===== config.mk =====
export PLATFORM = sky130hd
export DESIGN_NAME = sl_transmitter_flat
export DESIGN_NICKNAME = d
export VERILOG_FILES = /design/src/rtl/sl_transmitter_if.sv /design/src/rtl/sl_transmitter.sv /design/src/flat_wrapper.sv
export SDC_FILE = /design/constraint.sdc
export NUM_CORES = 1
export LEC_CHECK = 0
export ABC_AREA = 1
export CAP_MARGIN = 25
export CORE_MARGIN = 4
export CORE_UTILIZATION = 55
export CTS_BUF_LIST = sky130_fd_sc_hd__clkbuf_4
export CTS_CLUSTER_SIZE = 20
export DETAILED_ROUTE_END_ITERATION = 10
export PLACE_DENSITY = 0.91
export REMOVE_ABC_BUFFERS = 1
export SLEW_MARGIN = 10
export SYNTH_ARGS = -nofsm -noshare
export SYNTH_HDL_FRONTEND = slang
export SYNTH_SLANG_ARGS = --single-unit

===== constraint.sdc =====
create_clock -name clk -period 2.5 [get_ports clk]
set_clock_uncertainty 0.15 [all_clocks]
set_input_delay 0.5 -clock clk [delete_from_list [all_inputs] [get_ports clk]]
set_output_delay 0.5 -clock clk [all_outputs]
set_load 0.005 [all_outputs]

===== src/rtl/sl_transmitter_if.sv =====
// Word handshake between the register side (master) and the SL transmitter (slave).
interface sl_transmitter_if;
    logic [31:0] tx_data;
    logic [5:0]  tx_len;
    logic        tx_bad_parity;
    logic        tx_valid;
    logic        tx_ready;

    modport master (output tx_data, output tx_len, output tx_bad_parity, output tx_valid,
                    input  tx_ready);
    modport slave  (input  tx_data, input  tx_len, input  tx_bad_parity, input  tx_valid,
                    output tx_ready);
endinterface


===== src/rtl/sl_transmitter.sv =====
// SL word transmitter: serialises a word LSB-first on the active-low sl0/sl1 lines,
// followed by an odd-parity symbol and a stop symbol (both lines low).
module sl_transmitter #(
    parameter int LOW_CYCLES  = 16,
    parameter int HIGH_CYCLES = 16,
    parameter int MIN_LEN     = 8,
    parameter int MAX_LEN     = 32
) (
    input  logic               clk,
    input  logic               rst,
    sl_transmitter_if.slave    tx,
    output logic               sl0,
    output logic               sl1,
    output logic               busy,
    output logic               done,
    output logic               len_err
);
    localparam int PH_MAX = (LOW_CYCLES > HIGH_CYCLES) ? LOW_CYCLES : HIGH_CYCLES;
    localparam int CNT_W  = $clog2(PH_MAX);
    localparam logic [CNT_W-1:0] LOW_LAST  = CNT_W'(LOW_CYCLES - 1);
    localparam logic [CNT_W-1:0] HIGH_LAST = CNT_W'(HIGH_CYCLES - 1);

    typedef enum logic [1:0] {
        IDLE     = 2'd0,
        SYM_LOW  = 2'd1,
        SYM_HIGH = 2'd2,
        DONE     = 2'd3
    } state_e;

    // Parity symbol value making the count of ones over data+P odd.
    function automatic logic odd_parity_bit(input logic [31:0] data, input logic [5:0] len);
        logic ones;
        ones = 1'b0;
        for (int i = 0; i < 32; i++) begin
            if (6'(i) < len) begin
                ones = ones ^ data[i];
            end else begin
                ones = ones;
            end
        end
        return ~ones;
    endfunction

    // Line levels {sl0, sl1} while symbol idx is being driven low.
    function automatic logic [1:0] sym_lines(input logic [5:0] idx, input logic [5:0] len,
                                             input logic dbit, input logic par);
        logic [1:0] lines;
        if (idx < len) begin
            lines = {dbit, ~dbit};
        end else if (idx == len) begin
            lines = {par, ~par};
        end else begin
            lines = 2'b00;
        end
        return lines;
    endfunction

    state_e           state_q, state_d;
    logic [CNT_W-1:0] cyc_cnt_q, cyc_cnt_d;
    logic [5:0]       bit_cnt_q, bit_cnt_d;
    logic [5:0]       len_q, len_d;
    logic [31:0]      shift_q, shift_d;
    logic             par_q, par_d;
    logic             sl0_q, sl0_d;
    logic             sl1_q, sl1_d;
    logic             busy_q, busy_d;
    logic             done_q, done_d;
    logic             len_err_q, len_err_d;
    logic             tx_ready_q, tx_ready_d;
    logic             len_bad_s;
    logic [1:0]       lines_s;

    assign len_bad_s = (tx.tx_len < 6'(MIN_LEN)) || (tx.tx_len > 6'(MAX_LEN));

    // Next-state and next-output computation for the symbol sequencer.
    always_comb begin
        state_d    = state_q;
        cyc_cnt_d  = cyc_cnt_q;
        bit_cnt_d  = bit_cnt_q;
        len_d      = len_q;
        shift_d    = shift_q;
        par_d      = par_q;
        sl0_d      = sl0_q;
        sl1_d      = sl1_q;
        busy_d     = busy_q;
        tx_ready_d = tx_ready_q;
        done_d     = 1'b0;
        len_err_d  = 1'b0;
        lines_s    = 2'b11;
        case (state_q)
            IDLE: begin
                tx_ready_d = 1'b1;
                if (tx.tx_valid && tx_ready_q) begin
                    if (len_bad_s) begin
                        len_err_d = 1'b1;
                    end else begin
                        shift_d    = tx.tx_data;
                        len_d      = tx.tx_len;
                        par_d      = odd_parity_bit(tx.tx_data, tx.tx_len) ^ tx.tx_bad_parity;
                        bit_cnt_d  = 6'd0;
                        cyc_cnt_d  = '0;
                        lines_s    = sym_lines(6'd0, tx.tx_len, tx.tx_data[0], par_d);
                        sl0_d      = lines_s[1];
                        sl1_d      = lines_s[0];
                        busy_d     = 1'b1;
                        tx_ready_d = 1'b0;
                        state_d    = SYM_LOW;
                    end
                end else begin
                    state_d = IDLE;
                end
            end
            SYM_LOW: begin
                if (cyc_cnt_q == LOW_LAST) begin
                    cyc_cnt_d = '0;
                    sl0_d     = 1'b1;
                    sl1_d     = 1'b1;
                    state_d   = SYM_HIGH;
                    if (bit_cnt_q < len_q) begin
                        shift_d = {1'b0, shift_q[31:1]};
                    end else begin
                        shift_d = shift_q;
                    end
                end else begin
                    cyc_cnt_d = cyc_cnt_q + CNT_W'(1);
                end
            end
            SYM_HIGH: begin
                if (cyc_cnt_q == HIGH_LAST) begin
                    cyc_cnt_d = '0;
                    if (bit_cnt_q == len_q + 6'd1) begin
                        busy_d  = 1'b0;
                        done_d  = 1'b1;
                        state_d = DONE;
                    end else begin
                        // shift_q[0] already holds the next data bit after the shift in SYM_LOW.
                        bit_cnt_d = bit_cnt_q + 6'd1;
                        lines_s   = sym_lines(bit_cnt_q + 6'd1, len_q, shift_q[0], par_q);
                        sl0_d     = lines_s[1];
                        sl1_d     = lines_s[0];
                        state_d   = SYM_LOW;
                    end
                end else begin
                    cyc_cnt_d = cyc_cnt_q + CNT_W'(1);
                end
            end
            DONE: begin
                tx_ready_d = 1'b1;
                state_d    = IDLE;
            end
            default: begin
                sl0_d      = 1'b1;
                sl1_d      = 1'b1;
                busy_d     = 1'b0;
                tx_ready_d = 1'b1;
                state_d    = IDLE;
            end
        endcase
    end

    // State, counter and registered-output flops with synchronous reset.
    always_ff @(posedge clk) begin
        if (rst) begin
            state_q    <= IDLE;
            cyc_cnt_q  <= '0;
            bit_cnt_q  <= 6'd0;
            len_q      <= 6'd0;
            shift_q    <= 32'd0;
            par_q      <= 1'b0;
            sl0_q      <= 1'b1;
            sl1_q      <= 1'b1;
            busy_q     <= 1'b0;
            done_q     <= 1'b0;
            len_err_q  <= 1'b0;
            tx_ready_q <= 1'b1;
        end else begin
            state_q    <= state_d;
            cyc_cnt_q  <= cyc_cnt_d;
            bit_cnt_q  <= bit_cnt_d;
            len_q      <= len_d;
            shift_q    <= shift_d;
            par_q      <= par_d;
            sl0_q      <= sl0_d;
            sl1_q      <= sl1_d;
            busy_q     <= busy_d;
            done_q     <= done_d;
            len_err_q  <= len_err_d;
            tx_ready_q <= tx_ready_d;
        end
    end

    assign sl0         = sl0_q;
    assign sl1         = sl1_q;
    assign busy        = busy_q;
    assign done        = done_q;
    assign len_err     = len_err_q;
    assign tx.tx_ready = tx_ready_q;
endmodule


===== src/flat_wrapper.sv =====
// flat-port wrapper written by rule: the top's interface ports become plain ports
module sl_transmitter_flat 
#(
    parameter int LOW_CYCLES  = 16,
    parameter int HIGH_CYCLES = 16,
    parameter int MIN_LEN     = 8,
    parameter int MAX_LEN     = 32
)
  (clk, rst, sl0, sl1, busy, done, len_err, tx_tx_data, tx_tx_len, tx_tx_bad_parity, tx_tx_valid, tx_tx_ready);
  sl_transmitter_if tx_i ();
  input  logic clk;
  input  logic rst;
  output logic sl0;
  output logic sl1;
  output logic busy;
  output logic done;
  output logic len_err;
  input wire logic [$bits(tx_i.tx_data)-1:0] tx_tx_data;
  input wire logic [$bits(tx_i.tx_len)-1:0] tx_tx_len;
  input wire logic [$bits(tx_i.tx_bad_parity)-1:0] tx_tx_bad_parity;
  input wire logic [$bits(tx_i.tx_valid)-1:0] tx_tx_valid;
  output wire logic [$bits(tx_i.tx_ready)-1:0] tx_tx_ready;
  assign tx_i.tx_data = tx_tx_data;
  assign tx_i.tx_len = tx_tx_len;
  assign tx_i.tx_bad_parity = tx_tx_bad_parity;
  assign tx_i.tx_valid = tx_tx_valid;
  assign tx_tx_ready = tx_i.tx_ready;
  sl_transmitter #(.LOW_CYCLES(LOW_CYCLES), .HIGH_CYCLES(HIGH_CYCLES), .MIN_LEN(MIN_LEN), .MAX_LEN(MAX_LEN)) u_core (.clk(clk), .rst(rst), .tx(tx_i), .sl0(sl0), .sl1(sl1), .busy(busy), .done(done), .len_err(len_err));
endmodule

== After elaboration in Yosys (flattened, before gate mapping) ==
Cells that the tools add are included.

* Register bits after elaboration: 57
* Latch bits: 0
* Input port bits: 42
* Bits in read-only memories: 0
* Word-level logic and storage cells: 298
* Memories: 0
* Bits in writable memories: 0
* Output and inout bits: 6

* Multipliers: 0
* Shift operators: 0
* Order comparisons: 36
* Div/mod/pow operators: 0
* Add/subtract/negate cells: 3
* Equal/unequal tests: 14
* Bitwise logic cells: 42
* Mux-type cells: 172
* Reductions and logical operators: 19

{| class="wikitable"
|+ Operator list
! kind !! number
|-
| 2-to-1 mux 1 bit || 144
|-
| 2-to-1 mux 32 bit || 4
|-
| less-than comparator 5 x 6 -> 1 bit (first input constant) || 16
|-
| case mux 32 bit (2 select lines) || 1
|-
| less-than comparator 4 x 6 -> 1 bit (first input constant) || 8
|-
| XOR 1 bit || 32
|-
| less-than comparator 3 x 6 -> 1 bit (first input constant) || 4
|-
| 2-to-1 mux 6 bit || 4
|-
| 2-to-1 mux 2 bit || 9
|-
| AND reduction 5 bit || 3
|-
| adder 6 x 1 -> 6 bit (second input constant) || 2
|-
| == test 6 bit || 2
|-
| less-than comparator 1 x 6 -> 1 bit (first input constant) || 2
|-
| less-than comparator 2 x 6 -> 1 bit (first input constant) || 2
|-
| less-than comparator 6 bit || 2
|-
| 2-to-1 mux 4 bit || 3
|-
| case mux 6 bit (2 select lines) || 1
|-
| != test 2 x 1 -> 1 bit (second input constant) || 5
|-
| NOT 1 bit || 10
|-
| AND reduction 3 bit || 3
|-
| case mux 2 bit (4 select lines) || 1
|-
| case mux 4 bit (2 select lines) || 1
|-
| nonzero test 2 bit || 4
|-
| greater-than comparator 6 bit (second input constant) || 1
|-
| 17 further kinds || 22
|}

== Longest topological paths before layout ==
Gate-level depths: netlist of the first run.

* Depth after elaboration: 168
* Mapped depth: 24
* Gate-level depth less buffers: 23

== Least setup slack after synthesis of the first run ==
Ideal clock, no wire load.

* Kind: input port to flip-flop
* From: input tx_tx_len[2]
* To: register u_core.sl1_q, in the netlist u_core.sl1
* Slack: 0.242 ns
* Stages: 23
* Required time: 2.235 ns
* Arrival time: 1.993 ns
* Setup time: 0.115 ns
* Buffers on the path: 1
* Cell sequence: buf_6 -> nor2_2 -> nand3_1 -> nand2_1 -> inv_1 -> nand2_1 -> nand2_1 -> nand2_1 -> nand2_1 -> nand2_1 -> nand2_1 -> inv_1 -> nand2_1 -> nand2_1 -> inv_1 -> nand2_1 -> nand2_1 -> nand2_1 -> nand3_1 -> nand2_1 -> nand2_1 -> nand2_1 -> nand2_1

* Cells in the longest elaborated chain, start to end: 168
* Elaborated cells between the ends (all ways): 205
* Those cells by class: order compare (34); eq/ne (1); mux (133); bitwise (34); reduce/logical (3)

{| class="wikitable"
|+ Ends and longest elaborated chain
! what !! RTL line !! text
|-
| start, declared || flat_wrapper.sv:19 || <nowiki>input wire logic [$bits(tx_i.tx_len)-1:0] tx_tx_len;</nowiki>
|-
| less-than comparator 1 x 6 -> 1 bit || sl_transmitter.sv:35, sl_transmitter.sv:48 ||
|-
| 2-to-1 mux 1 bit || sl_transmitter.sv:35 || <nowiki>if (6'(i) < len) begin</nowiki>
|-
| 2-to-1 mux 1 bit || sl_transmitter.sv:94 || <nowiki>if (len_bad_s) begin</nowiki>
|-
| 2-to-1 mux 1 bit || sl_transmitter.sv:93 || <nowiki>if (tx.tx_valid && tx_ready_q) begin</nowiki>
|-
| 2-to-1 mux 1 bit || sl_transmitter.sv:90 || <nowiki>case (state_q)</nowiki>
|-
| XOR 1 bit || sl_transmitter.sv:36 || <nowiki>ones = ones ^ data[i];</nowiki>
|-
| 2-to-1 mux 1 bit || sl_transmitter.sv:35 ||
|-
| 2-to-1 mux 1 bit || sl_transmitter.sv:94 ||
|-
| (+152 left out) || n/a ||
|-
| NOT 1 bit || sl_transmitter.sv:41 || <nowiki>return ~ones;</nowiki>
|-
| XOR 1 bit || sl_transmitter.sv:99 || <nowiki>par_d = odd_parity_bit(tx.tx_data, tx.tx_len) ^ tx.tx_bad_parity;</nowiki>
|-
| NOT 1 bit || sl_transmitter.sv:51 || <nowiki>lines = {par, ~par};</nowiki>
|-
| 2-to-1 mux 2 bit || sl_transmitter.sv:50 || <nowiki>end else if (idx == len) begin</nowiki>
|-
| 2-to-1 mux 2 bit || sl_transmitter.sv:48 || <nowiki>if (idx < len) begin</nowiki>
|-
| 2-to-1 mux 1 bit || sl_transmitter.sv:94 ||
|-
| 2-to-1 mux 1 bit || sl_transmitter.sv:93 ||
|-
| case mux 1 bit (3 select lines) || sl_transmitter.sv:90 ||
|-
| end signal, assigned || sl_transmitter.sv:184 || <nowiki>sl1_q <= sl1_d;</nowiki>
|-
| end, declared || sl_transmitter.sv:65 || <nowiki>logic sl1_q, sl1_d;</nowiki>
|}

Several ways; a longest one is shown, not always the timed one. The select of a mux whose other input is x is not followed.
A chain may end at the register's enable or synchronous reset.

== Worst setup path after layout of the first run ==
* From: register u_core.len_q[5]
* To: register u_core.shift_q[14]

* Cells in the longest elaborated chain, start to end: 3

{| class="wikitable"
|+ Ends and longest elaborated chain
! what !! RTL line !! text
|-
| start, declared || sl_transmitter.sv:61 || <nowiki>logic [5:0] len_q, len_d;</nowiki>
|-
| start signal, assigned || sl_transmitter.sv:180 || <nowiki>len_q <= len_d;</nowiki>
|-
| less-than comparator 6 bit || sl_transmitter.sv:119 || <nowiki>if (bit_cnt_q < len_q) begin</nowiki>
|-
| != test 2 x 1 -> 1 bit (no source line) || n/a ||
|-
| AND reduction 5 bit (no source line) || n/a ||
|-
| end signal, assigned || sl_transmitter.sv:181 || <nowiki>shift_q <= shift_d;</nowiki>
|-
| end, declared || sl_transmitter.sv:62 || <nowiki>logic [31:0] shift_q, shift_d;</nowiki>
|}

Every way passes these cells.

==> results.yml, run 1 <==
outcome:
  outcome: "complete, no violations"
clocking:
  cts-htree-levels: 3
  clk_latency_ns: 0.42
  clk_path_buf_depth: 2
  hold_buffers: 0
  cts_inserted_buffers: 9
  cts_tree: "done"
  clk_pin_slew_ns: 0.12
  cts.sinks: 57
  cts_root_buf: "clkbuf_4"
worst_setup_path:
  r2r_end: "u_core.shift_q[14]"
  cp_cell_sequence: "inv_1 > ha_1 > nand4_1 > o21bai_1 > a31oi_2 > a2111oi_2 > nand2_1 > inv_4 > buf_12 > o21ai_0 > a31oi_1"
  criticalPathCategory: "reg2reg"
  crit_end: "u_core.shift_q[14]"
  arrival_ns: 2.59
  reg2reg_slack_ns: 0.09
  worstSetupStartpointType: "flop"
  reg2regPathDepth: 11
  slowest_stage: "dfxtp_2"
  slowest_delay_ns: 0.38
  path_depth: 11
  r2r-start: "u_core.len_q[5]"
  critPathRequiredTime_ns: 2.69
  cp_top_family: "compound AO/OA/AOI/OAI gates"
  endpoint_kind: "flop"
  critPathBufInv: 3
  cp_max_fo: 16
  startpoint: "u_core.len_q[5]"
yosys:
  synth_cells: 620
  synthDistinctLibCells: 40
  syn_area_um2: 3986
  synth_area_per_cell_um2: 6.430
  yosys_warnings: 0
  synth_seq_area_share_pct: 28.63
  ys_ff_latch: 57
final_layout:
  layout_commonest_cell: "nand2_1"
  layout_common_cells: "184 x nand2_1, 59 x inv_1, 51 x buf_4"
  antennaDiodeCount: 0
  fin_area_um2: 5161
  layout.nets: 772
  drive_above_1_share_pct: 17.79
  final_util_pct: 74.73
  area_growth_pct: 29.47
  stdcell_count: 810
routing:
  viasPerCell: 5.601
  num_vias: 4537
  dr.pass1.iters: 5
  routed_wirelength_um: 11340
  drt_iter0_drc: 244
  wire_per_inst_um: 14.00
  ant_nets: 0
  drc: 0
timing:
  tightestPinTransition_ns: 0.3918
  period_minus_slack_ns: 2.406
  hold_viol: 0
  setup_viol: 0
  relSlewSlack_pct: 73.61
  rsz0062_at_grt: "yes"
  slew_viol_final: 0
  whs_ns: 0.3085
  timing.fmax_mhz: 415.6
  fin_crit_sh_pct: 96.24
global_routing:
  grt_pass1_vias: 4165
  gr-usage-all-layers_pct: 25.80
  grt_max_degree: 43
  antenna_found_initial: 0
  grt_pass1_wl_um: 18310
  overflow: 0
placed_design:
  dp_cells: 790
  routabilityCongestion: 0.9538
  dpl_cell_area_um2: 4863
  hpwl_um: 8359
  io_buffer_count: 47
job:
  cap_violations: 0
die:
  die_w_um: 93.14
  die_h_um: 93.14
  rows: 30
  io_pins: 48
  initial_utilization_pct: 57.72
  dieArea_um2: 8674
  coreArea_um2: 6907
power_and_ir_drop:
  power.density_nw_per_um2: 862.7
  ir_worst_vdd_uv: 613.0
  p_total_w: 0.004453
  p_leak_nw: 2.494
worst_hold_path:
  hp-class: "reg2reg"
-- tightest hold or removal path, cell delays in order, from the launching register on --
cell     delay, ns
dfxtp_1       0.32
nand2_1       0.05
a31oi_1       0.07
-- where the power goes --
group	internal [W]	leakage (nW)	total, W	switching, W
Sequential	0.00123	0.471	0.00142	0.000193
Clock	0.000405	0.0859	0.000796	0.000391
Combinational	0.000953	1.94	0.00223	0.00128
-- state kept, by name, summed over array words and instances, names as in the netlist --
name	count
u_core.bit_cnt_q	6
u_core.shift_q	32
u_core.par_q	1
u_core.len_q	6
u_core.busy	1
u_core.sl1	1
u_core.sl0	1
u_core.cyc_cnt_q	4
u_core.tx.tx_ready	1
u_core.done	1
u_core.state_q	2
u_core.len_err	1
-- stage by stage --
step                      setup TNS, ns  setup WS, ns
after floorplan                  -13.76       -0.4547
after global placement           -13.96       -0.4898
after detailed placement         -18.45       -0.5918
after CTS                             0       0.04769
after global routing            -0.1215      -0.05329
final                                 0       0.09390
-- worst min-delay path by stage --
stage / endpoint / start / slack [ns] / cells past startpoint
global placement: u_core.shift_q[31] / u_core.shift_q[31] / 0.30 / 2
detailed placement: u_core.shift_q[18] / u_core.shift_q[19] / 0.31 / 2
CTS: u_core.shift_q[6] / u_core.shift_q[7] / 0.31 / 2
finish: u_core.shift_q[10] / u_core.shift_q[11] / 0.31 / 2
floorplan: u_core.shift_q[31] / u_core.shift_q[31] / 0.28 / 2
global route: u_core.shift_q[10] / u_core.shift_q[11] / 0.33 / 2
-- kinds of logic after synthesis --
group,synth area share [%]
AOI/OAI and AO/OA,19.37
xor gates and xnor gates,3.296
adders and majority gates,6.591
buffers and inverters,9.448
DFF,28.63
and+or+nand+nor,32.67
-- layer usage --
layer	share of wire, %	up-vias	GRT usage, %
met5	0	-	0
met1	42	2096	30.38
met3	6.2	30	6.195
li1	-	2250	-
met2	50	161	45.53
met4	2.5	0	9.035
-- synthesized netlist by cell type, drive strengths merged --
cell,n,share of area (%)
nand4,9,1.4
o211ai,2,0.50
a31oi,30,4.7
o31ai,1,0.19
o221ai,1,0.22
dfxtp,57,29
ha,21,6.6
nand3b,6,1.1
nand3,47,5.9
nor4,1,0.16
o21bai,1,0.19
inv,68,6.4
a21oi,26,3.3
or3,1,0.16
xnor2,5,1.1
nand2,196,19
a41oi,1,0.22
a21boi,1,0.19
xor2,10,2.2
o21ai,59,7.6
or2,2,0.31
nor2,38,4.3
a32oi,5,1.1
a211oi,3,0.56
buf,10,1.7
o211a,1,0.25
nor3,3,0.38
a2111oi,1,0.38
clkbuf,14,1.3
-- final cells by class --
type	count	area [um^2]
Multi-Input combinational cell	471	2554
Fill cell	572	1745
Sequential cell	57	1152
Timing Repair Buffer	102	910.9
Inverter	68	261.5
Tap cell	96	120.1
Clock inverter	7	95.09
Clock buffer	9	67.56
-- what timing repair did --
| action | CTS | global route |
|---|---|---|
| pin swaps | 2 | 6 |
| resized for setup | 12 | 43 |
| setup endpoints to repair | 13 | 27 |
| gates cloned | 0 | 1 |
| buffers inserted | 0 | 3 |
No activity file was read; power rests on OpenSTA's default activity.
==> run 2, diff against run 1 <==
--- a/config.mk
+++ b/config.mk
@@ -10,11 +10,11 @@
 export CORE_MARGIN = 4
 export CORE_UTILIZATION = 55
 export CTS_BUF_LIST = sky130_fd_sc_hd__clkbuf_4
+export CTS_CLUSTER_DIAMETER = 120
 export CTS_CLUSTER_SIZE = 20
 export DETAILED_ROUTE_END_ITERATION = 10
 export PLACE_DENSITY = 0.91
-export REMOVE_ABC_BUFFERS = 1
-export SLEW_MARGIN = 10
+export SLEW_MARGIN = 20
 export SYNTH_ARGS = -nofsm -noshare
 export SYNTH_HDL_FRONTEND = slang
 export SYNTH_SLANG_ARGS = --single-unit
==> results.yml, run 2 (synthesis gave the netlist of run 1 again) <==
outcome:
  outcome: "complete, no violations"
worst_setup_path:
  reg2reg_slack_ns: 0.16
  cp_max_fo: 7
  critPathBufInv: 0
  arrival_ns: 2.51
  endpoint_kind: "flop"
  r2r-start: "u_core.len_q[0]"
  cp_top_family: "simple AND/OR/NAND/NOR gates"
  slowest_delay_ns: 0.46
  criticalPathCategory: "reg2reg"
  cp_cell_sequence: "ha_1 > xor2_1 > xor2_1 > nor4_1 > nand4_1 > or2_2 > nand2_2 > a21oi_1 > a211oi_1"
  slowest_stage: "dfxtp_1"
  r2r_end: "u_core.bit_cnt_q[0]"
  cpMostUsedCell: "xor2_1"
  critPathRequiredTime_ns: 2.68
  worstSetupStartpointType: "flop"
  reg2regPathDepth: 9
routing:
  dr.pass1.iters: 5
  drc: 0
  routed_wirelength_um: 11660
  drt_iter0_drc: 304
  num_vias: 4490
  wire_per_inst_um: 14.57
  ant_nets: 0
  viasPerCell: 5.613
timing:
  whs_ns: 0.3257
  rsz0062_at_grt: "yes"
  timing.fmax_mhz: 428.1
  tightestPinTransition_ns: 0.5237
  setup_viol: 0
  slew_viol_final: 0
  fin_crit_sh_pct: 93.43
  relSlewSlack_pct: 64.71
  hold_viol: 0
  period_minus_slack_ns: 2.336
clocking:
  hold_buffers: 0
  cts_root_buf: "clkbuf_4"
  cts.sinks: 57
  cts-htree-levels: 3
  clk_pin_slew_ns: 0.12
  clk_latency_ns: 0.42
  cts_tree: "done"
  cts_inserted_buffers: 9
  clk_path_buf_depth: 2
worst_hold_path:
  min_to: "u_core.shift_q[2]"
  hold_path_depth: 2
  hp-class: "reg2reg"
  hold_start: "u_core.shift_q[3]"
final_layout:
  antennaDiodeCount: 0
  layout_commonest_cell: "nand2_1"
  layout_common_cells: "185 x nand2_1, 60 x inv_1, 52 x dfxtp_1"
  top_regs: "u_core.shift_q: 32 flops, u_core.bit_cnt_q: 6 flops, u_core.len_q: 6 flops"
  largest_reg_flops: 32
  top_register: "u_core.shift_q"
  fin_area_um2: 4969
  area_growth_pct: 24.64
  layout.nets: 762
  drive_above_1_share_pct: 14.77
global_routing:
  overflow: 0
  antenna_found_initial: 0
  grt_pass1_vias: 4159
  gr-usage-all-layers_pct: 26.92
  grt_max_degree: 43
  grt_pass1_wl_um: 18770
die:
  initial_utilization_pct: 57.72
  die_h_um: 93.14
  die_w_um: 93.14
  io_pins: 48
  rows: 30
  dieArea_um2: 8674
  coreArea_um2: 6907
placed_design:
  hpwl_um: 8897
  io_buffer_count: 47
  dpl_cell_area_um2: 4798
  routabilityCongestion: 0.9831
job:
  cap_violations: 0
power_and_ir_drop:
  ir_worst_vdd_uv: 433.4
  p_total_w: 0.004056
  p_leak_nw: 2.410
  power.density_nw_per_um2: 816.3
yosys:
  syn-num-nets: 683
==> run 2: power by group <==
group          switching [W]  internal (W)
logic                0.00121      0.000805
registers           0.000206       0.00123
clock network       0.000400      0.000202
==> run 2: worst max-delay path by stage <==
stage / endpoint / slack [ns] / from / cells past startpoint
final: u_core.bit_cnt_q[0] / 0.16 / u_core.len_q[0] / 9
after global routing: u_core.sl1 / -0.03 / u_core.bit_cnt_q[0] / 15
after CTS: u_core.sl1 / 0.03 / tx_tx_len[0] / 22
after detailed placement: u_core.sl1 / -0.55 / tx_tx_len[3] / 21
after global placement: u_core.sl1 / -0.45 / tx_tx_len[4] / 24
after floorplan: u_core.sl1 / 0.24 / tx_tx_len[2] / 23
==> run 2: metal layers <==
layer / vias up / global-route usage (%) / share of wire [%]
li1: 2234 / - / -
met1: 1999 / 35.12 / 41
met2: 223 / 43.25 / 47
met3: 34 / 5.551 / 9.2
met4: 0 / 11.11 / 3.1
met5: - / 0 / 0
==> run 2: per-stage QoR <==
stage	worst slack [ns]	util [%]	TNS (ns)	cells
finish	0.1643	71.94	0	800
global route	-0.02768	71.94	-0.02768	800
CTS	0.02944	71.18	0	799
detailed placement	-0.5486	69.47	-18.07	783
global placement	-0.4482	69.47	-12.55	783
floorplan	0.2424	-	0	620
==> run 2: cell type report <==
type                            count  area, um^2
Clock buffer                        9       67.56
Clock inverter                      7       46.29
Fill cell                         559        1938
Inverter                           68       259.0
Multi-Input combinational cell    471        2505
Sequential cell                    57        1150
Tap cell                           96       120.1
Timing Repair Buffer               92       820.8
==> run 2: repair_timing <==
| item | 4_1_cts | 5_1_grt |
|---|---|---|
| gates resized for setup | 5 | 31 |
| gates cloned | 0 | 0 |
| hold endpoints to repair | 0 | 0 |
| pin swaps | 1 | 2 |
| setup buffers | 0 | 1 |
| setup endpoints to repair | 10 | 38 |
==> run 2: worst min-delay path: stages (launching register included) <==
cell	delay, ns
dfxtp_1	0.33
nand2_1	0.05
a31oi_1	0.07
==> run 3, diff against run 2 <==
--- a/config.mk
+++ b/config.mk
@@ -8,12 +8,12 @@
 export ABC_AREA = 1
 export CAP_MARGIN = 25
 export CORE_MARGIN = 4
-export CORE_UTILIZATION = 55
+export CORE_UTILIZATION = 45
 export CTS_BUF_LIST = sky130_fd_sc_hd__clkbuf_4
 export CTS_CLUSTER_DIAMETER = 120
 export CTS_CLUSTER_SIZE = 20
 export DETAILED_ROUTE_END_ITERATION = 10
-export PLACE_DENSITY = 0.91
+export PLACE_DENSITY = 0.79
 export SLEW_MARGIN = 20
 export SYNTH_ARGS = -nofsm -noshare
 export SYNTH_HDL_FRONTEND = slang
==> results.yml, run 3 (synthesis gave the netlist of run 1 again) <==
placed_design:
  dp_slack_ns: -0.5746
  io_buffer_count: 47
  hpwl_um: 9183
  routabilityCongestion: 0.9826
power_and_ir_drop:
  power.density_nw_per_um2: 848.5
  p_leak_nw: 2.651
  seqPwrFrac_pct: 30.8
  pwr-share-clk_pct: 11.9
  ir_worst_vdd_uv: 509.7
  switchingPower_w: 0.001994
  combPwrFrac_pct: 57.3
  p_int_w: 0.002647
  p_sw_share_pct: 42.96
routing:
  drc: 0
  ant_nets: 0
  routed_wirelength_um: 12740
  drt_iter0_drc: 284
  wire_per_inst_um: 15.04
  viasPerCell: 5.503
  num_vias: 4661
  dr.pass1.iters: 7
global_routing:
  gr-usage-all-layers_pct: 23.29
  antenna_found_initial: 0
  overflow: 0
  grt_pass1_wl_um: 19200
  grt_max_degree: 43
  grt_pass1_vias: 4102
die:
  coreArea_um2: 8678
  io_pins: 48
  die_h_um: 102.1
  initial_utilization_pct: 45.93
  die_w_um: 102.1
  dieArea_um2: 10430
  rows: 34
final_layout:
  area_growth_pct: 37.23
  drive_above_1_share_pct: 20.70
  layout_common_cells: "183 x nand2_1, 66 x buf_4, 60 x inv_1"
  layout.nets: 797
  top_regs: "u_core.shift_q: 32 flops, u_core.bit_cnt_q: 6 flops, u_core.len_q: 6 flops"
  largest_reg_flops: 32
  antennaDiodeCount: 0
  top_register: "u_core.shift_q"
  layout_commonest_cell: "nand2_1"
worst_hold_path:
  hp-class: "reg2reg"
  min_to: "u_core.shift_q[0]"
  hold_path_depth: 2
  hold_start: "u_core.shift_q[1]"
clocking:
  clk_latency_ns: 0.42
  clk_pin_slew_ns: 0.10
  hold_buffers: 0
  cts.sinks: 57
  cts_root_buf: "clkbuf_4"
  cts-htree-levels: 3
  clk_path_buf_depth: 2
  cts_tree: "done"
  cts_inserted_buffers: 9
timing:
  hold_viol: 0
  slew_viol_final: 0
  whs_ns: 0.3242
  period_minus_slack_ns: 2.415
  setup_viol: 0
  setup_slack_ns: 0.08461
  relSlewSlack_pct: 68.72
  tightestPinTransition_ns: 0.4643
  fin_crit_sh_pct: 96.62
  timing.fmax_mhz: 414.0
worst_setup_path:
  worstSetupStartpointType: "flop"
  critPathRequiredTime_ns: 2.69
  cp_max_fo: 8
  criticalPathCategory: "reg2reg"
  reg2regPathDepth: 11
  endpoint_kind: "flop"
  arrival_ns: 2.61
  r2r-start: "u_core.bit_cnt_q[2]"
  r2r_end: "u_core.shift_q[4]"
  reg2reg_slack_ns: 0.08
outcome:
  outcome: "complete, no violations"
yosys:
  syn-num-nets: 683
job:
  cap_violations: 0
==> run 3: changes by cell type in the layout (fill, tap and decap cells not counted), moves of 3 or more <==
cell       before  now
buf_6           2    6
nand3_2         0    3
buf_4          42   66
clkbuf_16       0    5
nand3_1        47   44
dfxtp_1        52   48
==> run 3: critical path: stages (launching register included) <==
cell and delay, ns:
dfxtp_1 0.33, buf_4 0.16, ha_1 0.27, nand4_1 0.09
o21bai_1 0.13, a31oi_2 0.14, a2111oi_4 0.31, nand2_1 0.16
clkinv_4 0.15, clkbuf_16 0.16, o21ai_0 0.07, a31oi_1 0.20
==> run 3: worst max-delay path by stage <==
stage	start	to	slack, ns	cells past startpoint
final	u_core.bit_cnt_q[2]	u_core.shift_q[4]	0.08	11
after global routing	u_core.len_q[1]	u_core.shift_q[26]	-0.03	12
after CTS	tx_tx_len[0]	u_core.shift_q[23]	-0.004	13
after detailed placement	tx_tx_len[3]	u_core.sl1	-0.57	22
after global placement	tx_tx_len[3]	u_core.sl1	-0.51	22
after floorplan	tx_tx_len[2]	u_core.sl1	0.24	23
==> run 3: layout make-up <==
cell class,instances,area (um^2)
Fill cell,791,3208
Multi-Input combinational cell,471,2595
Timing Repair Buffer,127,1211
Sequential cell,57,1160
Inverter,68,264.0
Tap cell,108,135.1
Clock buffer,9,67.56
Clock inverter,7,37.54
==> run 3: through the flow <==
stage / utilization (%) / instance area (um^2) / TNS [ns] / power (W) / std cells
floorplan: - / 3986 / 0 / 0.002756 / 620
detailed placement: 56.93 / 4941 / -22.09 / 0.003434 / 812
global route: 63.03 / 5470 / -0.06159 / 0.004978 / 847
CTS: 58.26 / 5056 / -0.004818 / 0.003995 / 828
global placement: 56.93 / 4941 / -18.46 / 0.003353 / 812
finish: 63.03 / 5470 / 0 / 0.004641 / 847
==> run 3: timing repair <==
action | 4_1_cts | 5_1_grt
setup buffers | 0 | 11
pin swaps | 1 | 9
gates resized for setup | 9 | 56
cloned | 0 | 8
setup endpoints to repair | 33 | 42
==> run 3: metal layers <==
metal	up-vias	global-route usage (%)	wire, um
met5	-	0	0
met4	0	7.265	294
met3	30	4.846	937
met2	183	39.93	6237
met1	2148	29.32	5265
li1	2300	-	-
==> run 3: power groups by stage <==
stage	clock network (W)	logic, W	registers, W
floorplan	0	0.00138	0.00138
global placement	0	0.00194	0.00141
detailed placement	0	0.00201	0.00143
CTS	0.000568	0.00202	0.00141
global route	0.000607	0.00291	0.00146
finish	0.000553	0.00266	0.00143
